[config.mk]
export PLATFORM = sky130hd
export DESIGN_NAME = task_fetch_flat
export DESIGN_NICKNAME = d
export VERILOG_FILES = /design/src/rtl/codma_pkg.sv /design/src/rtl/task_fetch_if.sv /design/src/rtl/task_fetch.sv /design/src/flat_wrapper.sv
export SDC_FILE = /design/constraint.sdc
export NUM_CORES = 1
export LEC_CHECK = 0
export CAP_MARGIN = 10
export CELL_PAD_IN_SITES_DETAIL_PLACEMENT = 1
export CELL_PAD_IN_SITES_GLOBAL_PLACEMENT = 1
export CORE_MARGIN = 2
export CORE_UTILIZATION = 36
export DETAILED_ROUTE_END_ITERATION = 10
export GPL_TIMING_DRIVEN = 0
export PLACE_DENSITY = 0.94
export RECOVER_POWER = 25
export SETUP_SLACK_MARGIN = 0.02
export SYNTH_ARGS = -nofsm -noshare
export SYNTH_HDL_FRONTEND = slang
export SYNTH_SLANG_ARGS = --single-unit
export TNS_END_PERCENT = 50
[constraint.sdc]
create_clock -name clk_i -period 5 [get_ports clk_i]
set_input_delay 0.75 -clock clk_i [delete_from_list [all_inputs] [get_ports clk_i]]
set_output_delay 0.75 -clock clk_i [all_outputs]
set_load 0.1 [all_outputs]
[src/rtl/codma_pkg.sv]
// codma_pkg: shared widths, descriptor layout and fetch FSM encoding for the DMA slice.
package codma_pkg;
    localparam int ADDR_SIZE  = 32;
    localparam int DATA_SIZE  = 32;
    localparam int DESC_WORDS = 4;
    typedef logic [1:0] state_t;
    localparam logic [1:0] S_IDLE = 2'd0;
    localparam logic [1:0] S_REQ  = 2'd1;
    localparam logic [1:0] S_DATA = 2'd2;
    localparam logic [1:0] S_HOLD = 2'd3;
    typedef struct packed {
        logic [DATA_SIZE-1:0] ctrl;
        logic [DATA_SIZE-1:0] src;
        logic [DATA_SIZE-1:0] dst;
        logic [DATA_SIZE-1:0] len;
    } desc_t;
endpackage

[src/rtl/task_fetch_if.sv]
// task_fetch_if: burst-read bus between the descriptor fetcher (master) and memory (slave).
interface task_fetch_if #(
    parameter int ADDR_SIZE = codma_pkg::ADDR_SIZE,
    parameter int DATA_SIZE = codma_pkg::DATA_SIZE
);
    logic                 read_request_o;
    logic [ADDR_SIZE-1:0] addr_o;
    logic [3:0]           size_o;
    logic                 grant_i;
    logic [DATA_SIZE-1:0] read_data_i;
    logic                 read_valid_i;
    logic                 error_i;
    modport master (output read_request_o, addr_o, size_o,
                    input  grant_i, read_data_i, read_valid_i, error_i);
    modport slave  (input  read_request_o, addr_o, size_o,
                    output grant_i, read_data_i, read_valid_i, error_i);
endinterface

[src/rtl/task_fetch.sv]
// task_fetch: reads a four-word task descriptor over a burst bus and offers it to the move engine.
module task_fetch #(
    parameter int ADDR_SIZE = codma_pkg::ADDR_SIZE,
    parameter int DATA_SIZE = codma_pkg::DATA_SIZE
) (
    input  logic                 clk_i,
    input  logic                 reset_n_i,
    input  logic                 start_i,
    input  logic [ADDR_SIZE-1:0] task_pointer_i,
    output logic                 busy_o,
    task_fetch_if.master         bus,
    output logic                 desc_valid_o,
    input  logic                 desc_ready_i,
    output logic [DATA_SIZE-1:0] desc_ctrl_o,
    output logic [DATA_SIZE-1:0] desc_src_o,
    output logic [DATA_SIZE-1:0] desc_dst_o,
    output logic [DATA_SIZE-1:0] desc_len_o,
    output logic                 fetch_err_o
);
    import codma_pkg::*;
    state_t               state_q, state_d;
    logic [ADDR_SIZE-1:0] addr_q, addr_d;
    logic [3:0]           size_q, size_d;
    logic                 req_q, req_d, busy_q, busy_d, valid_q, valid_d, err_q, err_d;
    logic [1:0]           cnt_q, cnt_d;
    logic [DATA_SIZE-1:0] words_q [DESC_WORDS];
    logic [DATA_SIZE-1:0] words_d [DESC_WORDS];
    logic                 abort;
    // a bus error only matters while a burst is outstanding, and beats/grant lose to it
    assign abort = bus.error_i && (state_q == S_REQ || state_q == S_DATA);
    always_comb begin
        state_d = state_q;
        addr_d  = addr_q;
        size_d  = size_q;
        req_d   = req_q;
        busy_d  = busy_q;
        valid_d = valid_q;
        cnt_d   = cnt_q;
        words_d = words_q;
        err_d   = 1'b0;
        if (abort) begin
            state_d = S_IDLE;
            req_d   = 1'b0;
            busy_d  = 1'b0;
            cnt_d   = 2'd0;
            err_d   = 1'b1;
            words_d = '{default: '0};
        end else begin
            case (state_q)
                S_IDLE: if (start_i) begin
                    if (task_pointer_i[1:0] == 2'b00) begin
                        addr_d  = task_pointer_i;
                        size_d  = 4'(DESC_WORDS);
                        req_d   = 1'b1;
                        busy_d  = 1'b1;
                        state_d = S_REQ;
                    end else err_d = 1'b1;
                end
                S_REQ: if (bus.grant_i) begin
                    req_d   = 1'b0;
                    cnt_d   = 2'd0;
                    state_d = S_DATA;
                end
                S_DATA: if (bus.read_valid_i) begin
                    words_d[cnt_q] = bus.read_data_i;
                    cnt_d          = cnt_q + 2'd1;
                    valid_d        = cnt_q == 2'd3;
                    state_d        = cnt_q == 2'd3 ? S_HOLD : S_DATA;
                end
                default: if (desc_ready_i) begin
                    valid_d = 1'b0;
                    busy_d  = 1'b0;
                    state_d = S_IDLE;
                end
            endcase
        end
    end
    always_ff @(posedge clk_i or negedge reset_n_i) begin
        if (!reset_n_i) begin
            state_q <= S_IDLE;
            addr_q  <= '0;
            size_q  <= '0;
            req_q   <= 1'b0;
            busy_q  <= 1'b0;
            valid_q <= 1'b0;
            err_q   <= 1'b0;
            cnt_q   <= 2'd0;
            words_q <= '{default: '0};
        end else begin
            state_q <= state_d;
            addr_q  <= addr_d;
            size_q  <= size_d;
            req_q   <= req_d;
            busy_q  <= busy_d;
            valid_q <= valid_d;
            err_q   <= err_d;
            cnt_q   <= cnt_d;
            words_q <= words_d;
        end
    end
    assign bus.read_request_o = req_q;
    assign bus.addr_o         = addr_q;
    assign bus.size_o         = size_q;
    assign busy_o             = busy_q;
    assign desc_valid_o       = valid_q;
    assign fetch_err_o        = err_q;
    assign desc_ctrl_o        = words_q[0];
    assign desc_src_o         = words_q[1];
    assign desc_dst_o         = words_q[2];
    assign desc_len_o         = words_q[3];
endmodule

[src/flat_wrapper.sv]
// flat-port wrapper written by rule: the top's interface ports become plain ports
module task_fetch_flat import codma_pkg::*;
#(
    parameter int ADDR_SIZE = codma_pkg::ADDR_SIZE,
    parameter int DATA_SIZE = codma_pkg::DATA_SIZE
)
  (clk_i, reset_n_i, start_i, task_pointer_i, busy_o, desc_valid_o, desc_ready_i, desc_ctrl_o, desc_src_o, desc_dst_o, desc_len_o, fetch_err_o, bus_read_request_o, bus_addr_o, bus_size_o, bus_grant_i, bus_read_data_i, bus_read_valid_i, bus_error_i);
  task_fetch_if #(.ADDR_SIZE(ADDR_SIZE), .DATA_SIZE(DATA_SIZE)) bus_i ();
  input  logic clk_i;
  input  logic reset_n_i;
  input  logic start_i;
  input  logic [ADDR_SIZE-1:0] task_pointer_i;
  output logic busy_o;
  output logic desc_valid_o;
  input  logic desc_ready_i;
  output logic [DATA_SIZE-1:0] desc_ctrl_o;
  output logic [DATA_SIZE-1:0] desc_src_o;
  output logic [DATA_SIZE-1:0] desc_dst_o;
  output logic [DATA_SIZE-1:0] desc_len_o;
  output logic fetch_err_o;
  output wire logic [$bits(bus_i.read_request_o)-1:0] bus_read_request_o;
  output wire logic [$bits(bus_i.addr_o)-1:0] bus_addr_o;
  output wire logic [$bits(bus_i.size_o)-1:0] bus_size_o;
  input wire logic [$bits(bus_i.grant_i)-1:0] bus_grant_i;
  input wire logic [$bits(bus_i.read_data_i)-1:0] bus_read_data_i;
  input wire logic [$bits(bus_i.read_valid_i)-1:0] bus_read_valid_i;
  input wire logic [$bits(bus_i.error_i)-1:0] bus_error_i;
  assign bus_read_request_o = bus_i.read_request_o;
  assign bus_addr_o = bus_i.addr_o;
  assign bus_size_o = bus_i.size_o;
  assign bus_i.grant_i = bus_grant_i;
  assign bus_i.read_data_i = bus_read_data_i;
  assign bus_i.read_valid_i = bus_read_valid_i;
  assign bus_i.error_i = bus_error_i;
  task_fetch #(.ADDR_SIZE(ADDR_SIZE), .DATA_SIZE(DATA_SIZE)) u_core (.clk_i(clk_i), .reset_n_i(reset_n_i), .start_i(start_i), .task_pointer_i(task_pointer_i), .busy_o(busy_o), .bus(bus_i), .desc_valid_o(desc_valid_o), .desc_ready_i(desc_ready_i), .desc_ctrl_o(desc_ctrl_o), .desc_src_o(desc_src_o), .desc_dst_o(desc_dst_o), .desc_len_o(desc_len_o), .fetch_err_o(fetch_err_o));
endmodule
==> results of run 1 <==
Yosys cell counts, types with 2 or more instances:
cell type                  instances  area, um^2
sky130_fd_sc_hd__nand2_1         258         968
sky130_fd_sc_hd__dfrtp_1         169        4230
sky130_fd_sc_hd__a21oi_1         132         661
sky130_fd_sc_hd__mux2_2           30         338
sky130_fd_sc_hd__clkbuf_1         26        97.6
sky130_fd_sc_hd__buf_2            20         100
sky130_fd_sc_hd__ha_1             10         125
sky130_fd_sc_hd__inv_1             8        30.0
sky130_fd_sc_hd__o21ai_0           6        30.0
sky130_fd_sc_hd__and3_1            5        31.3
sky130_fd_sc_hd__nand3_1           5        25.0
sky130_fd_sc_hd__nand2b_1          4        25.0
sky130_fd_sc_hd__and2_1            3        18.8
sky130_fd_sc_hd__buf_4             3        22.5
sky130_fd_sc_hd__nor2b_1           3        18.8
sky130_fd_sc_hd__nor3_1            2        10.0
kinds of logic after synthesis:
kind of cell	after synthesis	share of synthesized area, %
AO/OA/AOI/OAI	149	11.5
flip-flops	169	61.4
other	1	0.0545
buffers and inverters	59	3.85
adder cells (fa/ha/maj)	10	1.82
multiplexers	31	5.13
AND/OR/NAND/NOR	283	16.2
report_power, final:
group          internal [mW]  total, mW  switching, mW  leakage (nW)
combinational          0.781       3.45           2.67          1.73
sequential              1.64       1.80          0.160          2.28
clock                  0.750       1.35          0.596         0.290
total                   3.17       6.60           3.42          4.30
flip-flops by register name, summed over array words and instances (netlist names):
register / cells
u_core.bus.addr_o: 32
u_core.bus.read_request_o: 1
u_core.bus.size_o: 1
u_core.busy_o: 1
u_core.cnt_q: 2
u_core.desc_ctrl_o: 32
u_core.desc_dst_o: 32
u_core.desc_len_o: 32
u_core.desc_src_o: 32
u_core.desc_valid_o: 1
u_core.fetch_err_o: 1
u_core.state_q: 2
per-stage QoR:
stage          setup TNS, ps  cell area, um^2
2_1_floorplan              0             6890
3_3_place_gp         -662240             9540
3_5_place_dp               0             9570
4_1_cts                    0            10200
5_1_grt                    0            10200
6_report                   0            10200
how the worst max path moves through the flow:
stage | start | cells after the start | endpoint
6_report | reset_n_i | 1 | u_core.desc_dst_o[7]$_DFFE_PN0P_
4_1_cts | u_core.desc_valid_o$_DFFE_PN0P_ | 1 | desc_valid_o
2_1_floorplan | u_core.state_q[0]$_DFFE_PN0P_ | 7 | u_core.state_q[0]$_DFFE_PN0P_
3_3_place_gp | reset_n_i | 1 | u_core.bus.addr_o[10]$_DFFE_PN0P_
5_1_grt | reset_n_i | 1 | u_core.desc_dst_o[7]$_DFFE_PN0P_
3_5_place_dp | bus_error_i | 6 | u_core.desc_len_o[11]$_DFFE_PN0P_
routing by layer:
metal / share of wire, % / track usage (%)
met1: 41 / 28.3
met2: 51 / 40.8
met4: 2.4 / 8.37
met3: 6.0 / 5.59
met5: 0 / 0
final cells by class:
type	count	area [um^2]	share of cell area, %
Multi-Input combinational cell	476	2400	23.6
Clock buffer	18	429	4.23
Tap cell	234	293	2.88
Timing Repair Buffer	236	2370	23.4
Buffer	51	235	2.32
Sequential cell	169	4230	41.7
Inverter	8	30.0	0.296
Clock inverter	14	166	1.64
==> results.txt, run 1 <==
----------------------------------------------------
[Clock tree]
  Post-CTS repair timing setup buffer count ... 0
  Buffers from clock root to sink, at most ... 2
  Total clock sinks ... 169
  Clock Pin Slew Worst Setup and Hold Paths ... 70 ps
  H-tree depth ... 4
  Clock latency at the later pin of the worst-skew pair ... 440 ps
  Clock root buffer ... sky130_fd_sc_hd__clkbuf_16
  TritonCTS clock tree ... built
  Hold buffer count at CTS ... 0
  Number of gates given a new drive strength after cts ... 0
  Clock buffers created by TritonCTS ... 17

[Global route]
  Initial antenna violation count ... 0
  Number of global-route vias before repair ... ~6800
  Wire length of the first global-routing pass ... 36.2 mm
  Global-route usage over all layers ... 23.4%
  Overflow left after global routing ... 0
  Largest net degree at the start of global routing ... approximately 120

[Final layout]
  Most common cell after layout, fill and taps aside ... sky130_fd_sc_hd__nand2_1
  Cell Count, Final, Fillers Out ... 1206
  Number of diodes ... 0
  End-of-flow core utilization ... 54.3%
  Synth-to-Final Area Change ... 47.5%
  Post-layout net count ... 1040
  Proportion of layout cells with a drive suffix above 1 ... about 9.3%
  Commonest cells after routing, fill and taps aside ... sky130_fd_sc_hd__nand2_1 (258), sky130_fd_sc_hd__clkdlybuf4s50_1 (234), sky130_fd_sc_hd__dfrtp_1 (169)
  Fill cell total of the finished layout ... 2094

[Timing]
  Worst Skew ... 11.7 ps
  Final setup viols ... 0
  Number of hold-slack violations in the final timing report ... 0
  Setup repair after global routing missed its margin ... no
  Worst-margin pin slew ... 3050 ps
  Minimum hold slack ... 487 ps
  Highest clock frequency the design can meet ... approximately 0.33 GHz
  Final worst-path cycle share ... 61.0%
  Final Max Tran Viols ... between 50 and 60
  Post-route worst setup slack ... approximately 2000 ps
  Post-layout minimum cycle time ... 3050 ps
  Slew margin rel. ... -104%

[Floorplanning]
  Number of placement rows ... 50
  Die H ... roughly 140 um
  Total core area ... 18700 um^2
  Area of the die ... about 20000 um^2
  Chip Width ... 142 um
  Initial cell density of the core ... 36.8%
  I/O pin count ... between 200 and 250

[Placed design]
  # placed instances ... about 1200
  Total half-perimeter wirelength after legalization and detailed placement ... around 17 mm
  Worst slack, placed ... roughly 2100 ps
  Count of port buffers added during placement ... 235
  Global placement routability congestion ... 0.756

[Synth]
  Main synth FF type ... sky130_fd_sc_hd__dfrtp_1
  Gate count of the mapped netlist ... roughly 700
  Post-synthesis instance area ... 6880 um^2
  Share of async-settable or async-resettable flops after synthesis ... 100%
  Number of distinct library cell variants in the gate-level netlist after synthesis ... 34
  Yosys warnings ... 0
  Synthesized area divided by synthesized cell count ... 9.81 um^2
  Portion of the post-synthesis area used by sequential elements ... 61.4%
  Total of flip-flops plus latches after synthesis ... 169
  Number of enable-type register cells in the synthesized netlist ... 0

[Critical path]
  Type of the setup path with the least slack ... in -> async
  Crit-path slowest cell ... sky130_fd_sc_hd__clkbuf_1
  Logic depth of the worst register-to-register path ... 7
  CP Data Required Time ... a little under 5000 ps
  Setup slack of the worst register-to-register path ... about 2500 ps
  Maximum single-stage delay on the critical path ... 2110 ps
  Worst endpoint data arrival time ... between 2000 and 3000 ps
  WP buf/inv ... 1
  Critical path cell sequence ... clkbuf_1
  End of the worst register-to-register path ... u_core.desc_ctrl_o[30]$_DFFE_PN0P_
  Startpoint of the worst register-to-register path ... u_core.state_q[0]$_DFFE_PN0P_
  Type of element launching the critical path ... input port
  Largest fanout on the critical path ... between 50 and 60
  Kind of cell adding the most delay to the critical path ... buffers and inverters
  Critical Path Sink Type ... async pin

[Flow run]
  Reported max-cap violation count ... 1

[Routing]
  Post-detailed-routing wire length ... around 23 mm
  DRC violation count after routing ... 0
  Drt initial violations ... between 150 and 200
  1st-pass router iterations ... 5
  Vias after detailed routing ... between 6000 and 7000
  DR vias/cell ... 5.02
  WL/cell ... 19.3 um
  Antenna Violating Nets Remaining ... 0

[Pwr]
  Leak pwr ... 4.30 nW
  Maximum resistive drop on vdd ... 0.443 mV
  Post-layout total power ... 6.60 mW
  Pwr/cell area ... 650 nW/um^2

[Status]
  Violations in the final reports ... max-capacitance violations, max-slew violations
  Run status ... complete, but fails checks

[Min path]
  Worst-case hold path end point ... u_core.bus.size_o[2]$_DFFE_PN0P_
  Hold path startpoint ... u_core.bus.size_o[2]$_DFFE_PN0P_
  Cell count of the worst hold path ... 1
  Class of the worst hold path ... reg -> reg

----------------------------------------------------
No activity file was read; power rests on OpenSTA's default activity.
==> run 2: changes to the inputs <==
--- a/config.mk
+++ b/config.mk
@@ -9,10 +9,10 @@
 export CELL_PAD_IN_SITES_DETAIL_PLACEMENT = 1
 export CELL_PAD_IN_SITES_GLOBAL_PLACEMENT = 1
 export CORE_MARGIN = 2
-export CORE_UTILIZATION = 36
+export CORE_UTILIZATION = 30
 export DETAILED_ROUTE_END_ITERATION = 10
 export GPL_TIMING_DRIVEN = 0
-export PLACE_DENSITY = 0.94
+export PLACE_DENSITY = 0.84
 export RECOVER_POWER = 25
 export SETUP_SLACK_MARGIN = 0.02
 export SYNTH_ARGS = -nofsm -noshare
==> constraint.sdc (replaced) <==
create_clock -name clk_i -period 2.6 [get_ports clk_i]
set_input_delay 0.39 -clock clk_i [delete_from_list [all_inputs] [get_ports clk_i]]
set_output_delay 0.39 -clock clk_i [all_outputs]
set_load 0.1 [all_outputs]
==> results.txt, run 2 (synthesis gave the netlist of run 1 again) <==
----------------------------------------------------
[Final layout]
  Most common cell after layout, fill and taps aside ... sky130_fd_sc_hd__nand2_1
  Post-layout net count ... 1041
  Fill cell total of the finished layout ... 2579
  End-of-flow core utilization ... 45.4%
  Number of diodes ... 0
  Proportion of layout cells with a drive suffix above 1 ... 9.56%
  Synth-to-Final Area Change ... 49.0%
  Commonest cells after routing, fill and taps aside ... sky130_fd_sc_hd__nand2_1 (258), sky130_fd_sc_hd__clkdlybuf4s50_1 (234), sky130_fd_sc_hd__dfrtp_1 (169)
  Cell Count, Final, Fillers Out ... 1258

[Floorplanning]
  I/O pin count ... 239
  Number of placement rows ... 55
  Die H ... 155 um
  Total core area ... 22600 um^2
  Chip Width ... 155 um
  Initial cell density of the core ... 30.5%
  Area of the die ... approximately 24000 um^2

[Critical path]
  Critical Path Sink Type ... output port
  Critical path cell sequence ... clkdlybuf4s50_1
  Maximum single-stage delay on the critical path ... around 1200 ps
  Kind of cell adding the most delay to the critical path ... buffers and inverters
  CP Data Required Time ... about 2200 ps
  Logic depth of the worst register-to-register path ... 8
  Worst endpoint data arrival time ... around 2000 ps
  Setup slack of the worst register-to-register path ... ~250 ps
  Startpoint of the worst register-to-register path ... u_core.state_q[0]$_DFFE_PN0P_
  Type of element launching the critical path ... flip-flop
  Crit-path slowest cell ... sky130_fd_sc_hd__clkdlybuf4s50_1
  End of the worst register-to-register path ... u_core.desc_len_o[16]$_DFFE_PN0P_
  WP buf/inv ... 1
  Largest fanout on the critical path ... 3
  Type of the setup path with the least slack ... reg -> out

[Clock tree]
  TritonCTS clock tree ... built
  Post-CTS repair timing setup buffer count ... 0
  Clock root buffer ... sky130_fd_sc_hd__clkbuf_16
  H-tree depth ... 4
  Buffers from clock root to sink, at most ... 2
  Total clock sinks ... 169
  Clock buffers created by TritonCTS ... 17
  Clock Pin Slew Worst Setup and Hold Paths ... about 70 ps
  Clock latency at the later pin of the worst-skew pair ... roughly 420 ps

[Timing]
  Worst-margin pin slew ... 1680 ps
  Final worst-path cycle share ... 91.5%
  Slew margin rel. ... -12.0%
  Final Max Tran Viols ... 63
  Final setup viols ... 0
  Setup repair after global routing missed its margin ... no
  Worst Skew ... between 8 and 9 ps
  Highest clock frequency the design can meet ... 0.421 GHz
  Number of hold-slack violations in the final timing report ... 0
  Post-layout minimum cycle time ... 2380 ps

[Global route]
  Number of global-route vias before repair ... 6571
  Wire length of the first global-routing pass ... 36.6 mm
  Overflow left after global routing ... 0
  Initial antenna violation count ... 0
  Global-route usage over all layers ... 19.7%
  Largest net degree at the start of global routing ... roughly 110

[Pwr]
  Combinational cell fraction of total power ... 51.8%
  Relative contribution of sequential cells to total power ... 27.0%
  Maximum resistive drop on vdd ... 0.851 mV
  Switching part of the total ... around half
  Clock network fraction of total power ... 21.2%
  Net switching power ... 6.57 mW
  Internal Dissipation ... 6.23 mW
  Leak pwr ... 4.33 nW
  Pwr/cell area ... roughly 1200 nW/um^2
  Post-layout total power ... 12.8 mW

[Routing]
  DRC violation count after routing ... 0
  Drt initial violations ... 227
  WL/cell ... roughly 18 um
  Vias after detailed routing ... 6058
  DR vias/cell ... 4.82
  Antenna Violating Nets Remaining ... 0
  Post-detailed-routing wire length ... 23.2 mm
  1st-pass router iterations ... 4

[Placed design]
  Global placement routability congestion ... approximately 0.75
  # placed instances ... 1225
  Count of port buffers added during placement ... 235
  Total half-perimeter wirelength after legalization and detailed placement ... 16.8 mm

[Min path]
  Worst-case hold path end point ... u_core.bus.size_o[2]$_DFFE_PN0P_
  Cell count of the worst hold path ... 1
  Class of the worst hold path ... reg -> reg
  Hold path startpoint ... u_core.bus.size_o[2]$_DFFE_PN0P_

[Flow run]
  Reported max-cap violation count ... 1

[Status]
  Violations in the final reports ... max-capacitance violations, max-slew violations
  Run status ... complete, but fails checks

----------------------------------------------------
==> run 2: changes by cell type in the layout (fill, tap and decap cells not counted), sizes merged <==
cell / before / now
clkinv: 6 / 4
bufinv: 2 / 3
clkbuf: 45 / 46
clkinvlp: 1 / 0
dlygate4sd3: 0 / 1
inv: 13 / 14
==> run 2: area by class of cell <==
type	instances	area [um^2]	share of cell area [%]
buffer	51	238	2.32
clock buffer	19	443	4.32
clock inverter	13	179	1.74
inverter	8	30.0	0.293
multi-input combinational	476	2400	23.4
sequential	169	4230	41.2
tap	285	357	3.48
timing repair buffer	237	2380	23.2
==> run 2: through the flow <==
| stage | setup WS (ps) | area [um^2] | TNS [ps] | hold WS [ps] |
|---|---|---|---|---|
| 3_5_place_dp | -67.6 | 9630 | -85.7 | 377 |
| 5_1_grt | 74.1 | 10300 | 0 | 504 |
| 2_1_floorplan | 601 | 6890 | 0 | 94.4 |
| 4_1_cts | 7.15 | 10300 | 0 | 481 |
| 3_3_place_gp | -6170 | 9600 | -1039170 | 450 |
| 6_report | 222 | 10300 | 0 | 480 |
==> run 2: what timing repair did <==
action	CTS	global route
hold endpoints to repair	62	0
gates cloned	0	0
gates resized for setup	1	2
endpoints found under the setup margin	2	24
hold buffers	1	0
==> run 2: worst max path at each step <==
stage	startpoint	end	slack, ps	cells past startpoint
after CTS	u_core.state_q[0]$_DFFE_PN0P_	u_core.desc_len_o[16]$_DFFE_PN0P_	7	7
after detailed placement	bus_error_i	u_core.desc_ctrl_o[29]$_DFFE_PN0P_	-70	6
after global placement	reset_n_i	u_core.desc_src_o[3]$_DFFE_PN0P_	-6170	1
final	u_core.desc_valid_o$_DFFE_PN0P_	desc_valid_o	220	1
after floorplan	u_core.state_q[0]$_DFFE_PN0P_	u_core.state_q[0]$_DFFE_PN0P_	600	7
after global routing	reset_n_i	u_core.desc_ctrl_o[6]$_DFFE_PN0P_	70	3
==> run 2: routing by layer <==
metal	wire, um	up-vias	track usage, %
li1	-	2803	-
met1	10100	3061	25.4
met2	11500	168	33.0
met3	1240	26	4.37
met4	406	0	6.12
met5	0	-	0
==> run 2: power by group through the flow <==
stage	Sequential [mW]	Combinational, mW	Clock (mW)
final	3.45	6.63	2.72
after global routing	3.53	6.88	2.90
after CTS	3.46	6.68	2.79
after detailed placement	3.51	6.66	0
after global placement	3.47	6.58	0
after floorplan	7.21	1.15	0
